$ cat src/rtl/elevador_planta_3pisos_pkg.sv
`default_nettype none
// ============================================================================
//  Module   : elevador_pkg
//  Brief    : Shared constants and types for the 3-floor elevator plant
//             (floor codes and motor-command encoding).
//  Revision : 1.0  initial release
// ============================================================================
package elevador_pkg;

  // BCD floor codes reported on floor_code
  localparam logic [1:0] PISO1 = 2'b01;
  localparam logic [1:0] PISO2 = 2'b10;
  localparam logic [1:0] PISO3 = 2'b11;
  localparam logic [1:0] ENTRE = 2'b00;

  // Motor command as seen on {mup, mdw}
  typedef enum logic [1:0] {
    CMD_STOP     = 2'b00,
    CMD_DOWN     = 2'b01,
    CMD_UP       = 2'b10,
    CMD_CONFLICT = 2'b11
  } motor_cmd_e;

endpackage : elevador_pkg
`default_nettype wire

$ cat src/rtl/elevador_planta_3pisos_motor_step_gen.sv
`default_nettype none
// ============================================================================
//  Module   : motor_step_gen
//  Brief    : Turns the controller's mup/mdw motor command into a one-cycle
//             step pulse every STEP_DIV cycles of a constant command, plus a
//             direction bit. Any change of command restarts the interval.
//  Revision : 1.0  initial release
// ============================================================================
module motor_step_gen
  import elevador_pkg::*;
#(
  parameter int STEP_DIV = 4
) (
  input  logic clk,
  input  logic reset,
  input  logic mup,
  input  logic mdw,
  output logic step,
  output logic step_up
);

  localparam int PRESC_W = (STEP_DIV > 1) ? $clog2(STEP_DIV) : 1;
  localparam logic [PRESC_W-1:0] c_presc_last = PRESC_W'(STEP_DIV - 1);

  motor_cmd_e           cmd;
  motor_cmd_e           cmd_q;
  motor_cmd_e           cmd_d;
  logic [PRESC_W-1:0]   presc_q;
  logic [PRESC_W-1:0]   presc_d;
  logic [PRESC_W-1:0]   cnt_eff;

  // Command/prescaler registers
  always_ff @(posedge clk) begin
    if (reset) begin
      cmd_q   <= CMD_STOP;
      presc_q <= '0;
    end else begin
      cmd_q   <= cmd_d;
      presc_q <= presc_d;
    end
  end

  // Decode the command, restart the interval on a change, and fire the step
  always_comb begin
    cmd     = motor_cmd_e'({mup, mdw});
    cmd_d   = cmd;
    cnt_eff = (cmd != cmd_q) ? '0 : presc_q;
    presc_d = '0;
    step    = 1'b0;
    step_up = (cmd == CMD_UP);
    unique case (cmd)
      CMD_UP, CMD_DOWN: begin
        if (cnt_eff == c_presc_last) begin
          step    = 1'b1;
          presc_d = '0;
        end else begin
          presc_d = cnt_eff + 1'b1;
        end
      end
      CMD_STOP, CMD_CONFLICT: begin
        presc_d = '0;
      end
      default: begin
        presc_d = '0;
      end
    endcase
  end

endmodule : motor_step_gen
`default_nettype wire

$ cat src/rtl/elevador_planta_3pisos.sv
`default_nettype none
// ============================================================================
//  Module   : elevador_planta_3pisos
//  Brief    : Behavioural car + shaft for the 3-floor elevator. Integrates
//             motor steps into a saturating car position and drives the
//             floor-limit sensors, floor code and status flags.
//  Revision : 1.0  initial release
// ============================================================================
module elevador_planta_3pisos
  import elevador_pkg::*;
#(
  parameter int TICKS_PER_FLOOR = 16,
  parameter int STEP_DIV        = 4,
  parameter int START_FLOOR     = 1,
  localparam int POS_W          = $clog2(2 * TICKS_PER_FLOOR + 1)
) (
  input  logic             clk,
  input  logic             reset,
  input  logic             mup,
  input  logic             mdw,
  output logic             f1,
  output logic             f2,
  output logic             f3,
  output logic [POS_W-1:0] pos,
  output logic [1:0]       floor_code,
  output logic             moving,
  output logic             conflict,
  output logic             overtravel
);

  localparam logic [POS_W-1:0] c_pos_f2    = POS_W'(TICKS_PER_FLOOR);
  localparam logic [POS_W-1:0] c_pos_max   = POS_W'(2 * TICKS_PER_FLOOR);
  localparam logic [POS_W-1:0] c_start_pos = POS_W'((START_FLOOR - 1) * TICKS_PER_FLOOR);

  logic             step;
  logic             step_up;
  logic [POS_W-1:0] pos_q;
  logic [POS_W-1:0] pos_d;
  logic             overtravel_q;
  logic             overtravel_d;

  motor_step_gen #(
    .STEP_DIV (STEP_DIV)
  ) u_step_gen (
    .clk     (clk),
    .reset   (reset),
    .mup     (mup),
    .mdw     (mdw),
    .step    (step),
    .step_up (step_up)
  );

  // Position and sticky overtravel registers
  always_ff @(posedge clk) begin
    if (reset) begin
      pos_q        <= c_start_pos;
      overtravel_q <= 1'b0;
    end else begin
      pos_q        <= pos_d;
      overtravel_q <= overtravel_d;
    end
  end

  // Apply a step with saturation at both shaft ends; blocked steps flag overtravel
  always_comb begin
    pos_d        = pos_q;
    overtravel_d = overtravel_q;
    if (step) begin
      if (step_up) begin
        if (pos_q == c_pos_max) begin
          overtravel_d = 1'b1;
        end else begin
          pos_d = pos_q + 1'b1;
        end
      end else begin
        if (pos_q == '0) begin
          overtravel_d = 1'b1;
        end else begin
          pos_d = pos_q - 1'b1;
        end
      end
    end
  end

  // Sensor and status decode from the registered position and live command
  always_comb begin
    f1         = (pos_q == '0);
    f2         = (pos_q == c_pos_f2);
    f3         = (pos_q == c_pos_max);
    floor_code = ENTRE;
    if (f1) floor_code = PISO1;
    if (f2) floor_code = PISO2;
    if (f3) floor_code = PISO3;
    moving     = mup ^ mdw;
    conflict   = mup & mdw;
    pos        = pos_q;
    overtravel = overtravel_q;
  end

endmodule : elevador_planta_3pisos
`default_nettype wire

$ cat config.mk
export PLATFORM = sky130hd
export DESIGN_NAME = elevador_planta_3pisos
export DESIGN_NICKNAME = d
export VERILOG_FILES = /design/src/rtl/elevador_planta_3pisos_pkg.sv /design/src/rtl/elevador_planta_3pisos_motor_step_gen.sv /design/src/rtl/elevador_planta_3pisos.sv
export SDC_FILE = /design/constraint.sdc
export NUM_CORES = 1
export LEC_CHECK = 0
export ABC_AREA = 0
export CAP_MARGIN = 5
export CORE_MARGIN = 2
export CORE_UTILIZATION = 35
export DETAILED_ROUTE_END_ITERATION = 6
export GPL_TIMING_DRIVEN = 0
export PLACE_DENSITY_LB_ADDON = 0.05
export SYNTH_ARGS = -nofsm -noshare
export SYNTH_HDL_FRONTEND = slang
export SYNTH_HIERARCHICAL = 1
export SYNTH_SLANG_ARGS = --single-unit
$ cat constraint.sdc
create_clock -name clk -period 3.25 [get_ports clk]
set_input_delay 0.325 -clock clk [delete_from_list [all_inputs] [get_ports clk]]
set_output_delay 0.325 -clock clk [all_outputs]
set_load 0.02 [all_outputs]
# Yosys cells after proc, flatten, opt, wreduce, memory -nomap -nowiden
# Index checks and enable logic that the tools add are counted.
word_totals:
  register_bits: 11
  in_bits: 4
  output_inout_bits: 14
  word_cells: 40
op_classes:
  n_addsub: 3
  n_eq_ne: 10
  muxes: 14
  bitwise: 2
  reduce_logical: 7
ops:
  columns: ["operator", "count"]
  rows:
  - ["two-way mux 6 bit", 3]
  - ["two-way mux 2 bit", 4]
  - ["adder 6 x 1 -> 6 bit, second input constant", 1]
  - ["equality test 2 bit, second input constant", 3]
  - ["equality test 6 x 5 -> 1 bit, second input constant", 1]
  - ["equality test 6 bit, second input constant", 1]
  - ["zero test 6 bit", 1]
  - ["two-way mux 1 bit", 6]
  - ["AND reduction 3 bit", 2]
  - ["subtractor 6 x 1 -> 6 bit, second input constant", 1]
  - ["inequality test 2 bit, second input constant", 2]
  - ["one-hot mux 2 bit (2 select lines)", 1]
  - ["OR reduction 2 bit", 2]
  - ["adder 2 x 1 -> 2 bit, second input constant", 1]
  - ["equality test 2 x 1 -> 1 bit, second input constant", 1]
  - ["zero test 2 bit", 1]
  - ["inequality test 2 x 1 -> 1 bit, second input constant", 1]
  - ["inequality test 2 bit", 1]
  - ["nonzero test 2 bit", 1]
  - ["bitwise AND 1 bit", 1]
  - ["bitwise XOR 1 bit", 1]

# Depth between registers and ports, before layout
depth:
  word_depth: 6
  ltp_mapped: 9
  depth_no_buf: 9

# By module
# The synthesis kept the hierarchy.
modules_own_cells:
  columns: ["module", "n_inst", "cells_each", "area_per_inst_um2", "seq_area_each_um2"]
  rows:
  - ["elevador_planta_3pisos", 1, 58, 541.8, 140.1]
  - ["motor_step_gen", 1, 18, 178.9, 80.1]

# Worst setup path after synthesis
# No wires, ideal clock.
synth_path:
  path_type: "input -> register"
  startpoint: "in mdw"
  endpoint: "reg pos_q[5], in the netlist pos[5]"
  setup_ns: 0.121
  arrival_time_ns: 1.991
  t_required_ns: 3.129
  setup_slack_ns: 1.138
  cell_stages: 9
  path_buffers: 0
  cell_sequence: "inv_1 ha_1 inv_1 ha_1 a211oi_1 o21bai_1 a211o_1 o31ai_1 mux2_4"
synth_between:
  word_cells_on_any_way: 12
  cone_classes: "6 x eq/ne; 4 x mux; 2 x reduce/logical"
synth_lines:
  columns: ["element", "line", "rtl"]
  rows:
  - ["from (decl)", "elevador_planta_3pisos.sv:20", "input logic mdw,"]
  - ["equality test 2 bit *", "elevador_planta_3pisos_motor_step_gen.sv:50", "step_up = (cmd == CMD_UP);"]
  - ["via step_up", "elevador_planta_3pisos.sv:36", "logic step_up;"]
  - ["OR reduction 2 bit", "elevador_planta_3pisos_motor_step_gen.sv:51", "unique case (cmd)"]
  - ["two-way mux 1 bit", "elevador_planta_3pisos_motor_step_gen.sv:51", null]
  - ["AND reduction 3 bit (no source line)", null, null]
  - ["to (signal assigned)", "elevador_planta_3pisos.sv:56", "pos_q <= c_start_pos;"]
  - ["to (signal assigned)", "elevador_planta_3pisos.sv:59", "pos_q <= pos_d;"]
  - ["to (decl)", "elevador_planta_3pisos.sv:37", "logic [POS_W-1:0] pos_q;"]
# The timed path passes the listed nets; every way through them passes the cells marked *.
# A chain may end at the register's enable or synchronous reset.

# Worst setup path after layout
# Ends and elaborated chain as after synthesis.

==> results.ini <==
[sta]
relSlewSlack_pct = 75.1
drv_slew = 0
setup_tns_ns = 0
rsz0062_at_grt = no
min_period_over_period_pct = 78.5
max_freq_mhz = 392
hold_viol = 0
tightest_slew_ns = 0.374
skew_ns = 0.00495
holdWs_ns = 0.478
finalSetupViolCount = 0
timing.final.crit_period_ns = 2.55

[placed_design]
gp_congestion = 0.713
placed_cells = 120
portBuffers = 17
hpwl_um = 1040
place_area_um2 = 925

[synthesis]
synth-seq-cells = 11
synth.area.top_cells = dfxtp_1 31%, ha_1 12%, xor2_1 6.1%
syn-num-nets = 88
synth_common_cells = 11 x dfxtp_1, 10 x nor2_1, 7 x ha_1, 5 x xor2_1
syn_area_per_cell_um2 = 9.48
synth_edf_count = 0
syn_inst = 76
yosysTopAreaCellShare_pct = 30.6
yosysUniqueCellTypes = 29
synth_area_um2 = 721
seq_area_frac_synth_pct = 30.6
ys_warn_count = 6
post-synth-top-area-cell = dfxtp_1
ys_dominant_reg_cell = dfxtp_1
synthArstFlopShare_pct = 0
synth.most_common_cell = dfxtp_1

[power_and_ir_drop]
leakagePower_nw = 0.423
ir_drop_mv = 0.240
p_per_area_nw_per_um2 = 273
power.total_uw = 260

[worst_setup_path]
worstPathMaxFanout = 6
required_ns = 3.41
path_class = in -> reg
cp_data_arrival_time_ns = 2.71
cp-end-kind = flip-flop
start_kind = input port

[routing]
vias_per_cell = 4.67
ant_nets = 0
vias = 579
first_pass_iters = 1
drc = 0
route.detailed.wl_per_inst_um = 10.3
drtIter0Drc = 0
wirelength_um = 1270

[finish]
instances_no_fill = 124
layout-drive-gt1-share_pct = 9.28
n_fill_cell = 202
num_antenna_cells = 0
syn_to_final_growth_pct = 31.9
nets = 110
design_area_um2 = 951

[clock_network]
cts_max_path_buffers = 2
cts.sinks = 11
cts_tree = done
cts_hold_buf = 0
insertion_delay_ns = 0.26
path_clk_slew_ns = 0.07
numCtsBuffers = 3
root_buffer = clkbuf_4
cts_resized = 0
post_cts_buffers = 0
htreeDepth = 1

[grt]
grt_pass1_vias = 530
grt_max_degree = 10
grt_overflow = 0
antenna_found_initial = 0
grt_pass1_wl_um = 2240
grt_usage_pct = 12.0

[floorplan]
fp-row-count = 16
top_level_ports = 18
die_h_um = 49.4
core_area_um2 = 1940
die_x_um = 49.4
dieArea_um2 = 2440
initial_utilization_pct = 37.1

[status]
status = complete, no violations

[flow_run]
maxCapViolations = 0

[hold_path]
min_path_type = reg -> reg

## layer usage
layer  vias to the layer above  global-route usage [%]  part of all wire [%]
li1                        310                       -                     -
met1                       250                    14.8                    50
met2                        15                    18.9                    42
met3                         4                    3.07                   5.2
met4                         0                    6.94                   2.3
met5                         -                       0                     0
## placed cells by master, fill, tap and decap left out, drive strengths merged
cell           instances
o21bai                 1
dfxtp                 11
nand2                  1
nor2                  10
o31a                   1
mux2i                  4
o311ai                 1
a211o                  1
o31ai                  1
xnor2                  3
a21o                   2
xor2                   5
or4                    1
mux2                   1
and2                   2
a21oi                  4
clkdlybuf4s50         17
nor3                   4
a211oi                 1
clkbuf                 5
nor3b                  2
fa                     1
buf                    3
inv                    3
nand2b                 1
o21ai                  1
nor2b                  3
ha                     7
## state kept, by name, indices dropped and copies added (netlist names)
| signal | count |
|---|---|
| u_step_gen/cmd_q | 2 |
| u_step_gen/presc_q | 2 |
| overtravel | 1 |
| pos | 6 |
## worst paths after layout
kind	from	end	slack [ns]	cells after the start
min reg2reg	overtravel	overtravel	0.48	2
max reg2reg	u_step_gen/cmd_q[1]	pos[5]	1.12	8
max	mdw	pos[5]	0.70	10
min	overtravel	overtravel	0.48	2
## kinds of logic (layout without fill, tap and decap cells)
group,Yosys count,after routing,synth area share (%)
mux,5,5,7.64
simple gates,24,24,18.1
fa+ha+maj,8,8,14.9
flops,11,11,30.6
xor+xnor,8,8,9.72
compound gates,13,13,13.4
buf+inv,7,28,5.73
## cell type report
type	count	area [um2]	share of cell area [%]
sequential	11	220	23.2
buffer	4	30.0	3.16
multi-input combinational	58	459	48.3
tap	27	33.8	3.55
clock buffer	4	26.3	2.76
timing repair buffer	17	170	17.9
inverter	3	11.3	1.18
## metrics by stage
stage / setup slack [ns] / utilization (%)
floorplan: 1.14 / -
global placement: 0.412 / 47.6
detailed placement: 0.394 / 47.6
CTS: 0.681 / 49.0
global route: 0.480 / 49.0
finish: 0.697 / 49.0
## critical path, stage by stage
cell,delay [ns]
clkdlybuf4s50_1,0.52
inv_1,0.08
ha_1,0.22
inv_1,0.20
ha_1,0.28
a211oi_1,0.24
o21bai_1,0.12
a211o_1,0.29
o31ai_1,0.09
mux2_4,0.33
## report_power, final
group | internal, mW | total (mW) | switching, mW
Combinational | 0.0149 | 0.0326 | 0.0177
Sequential | 0.137 | 0.138 | 0.000873
Clock | 0.0474 | 0.0886 | 0.0412
Power figures use the tool's default switching activity.
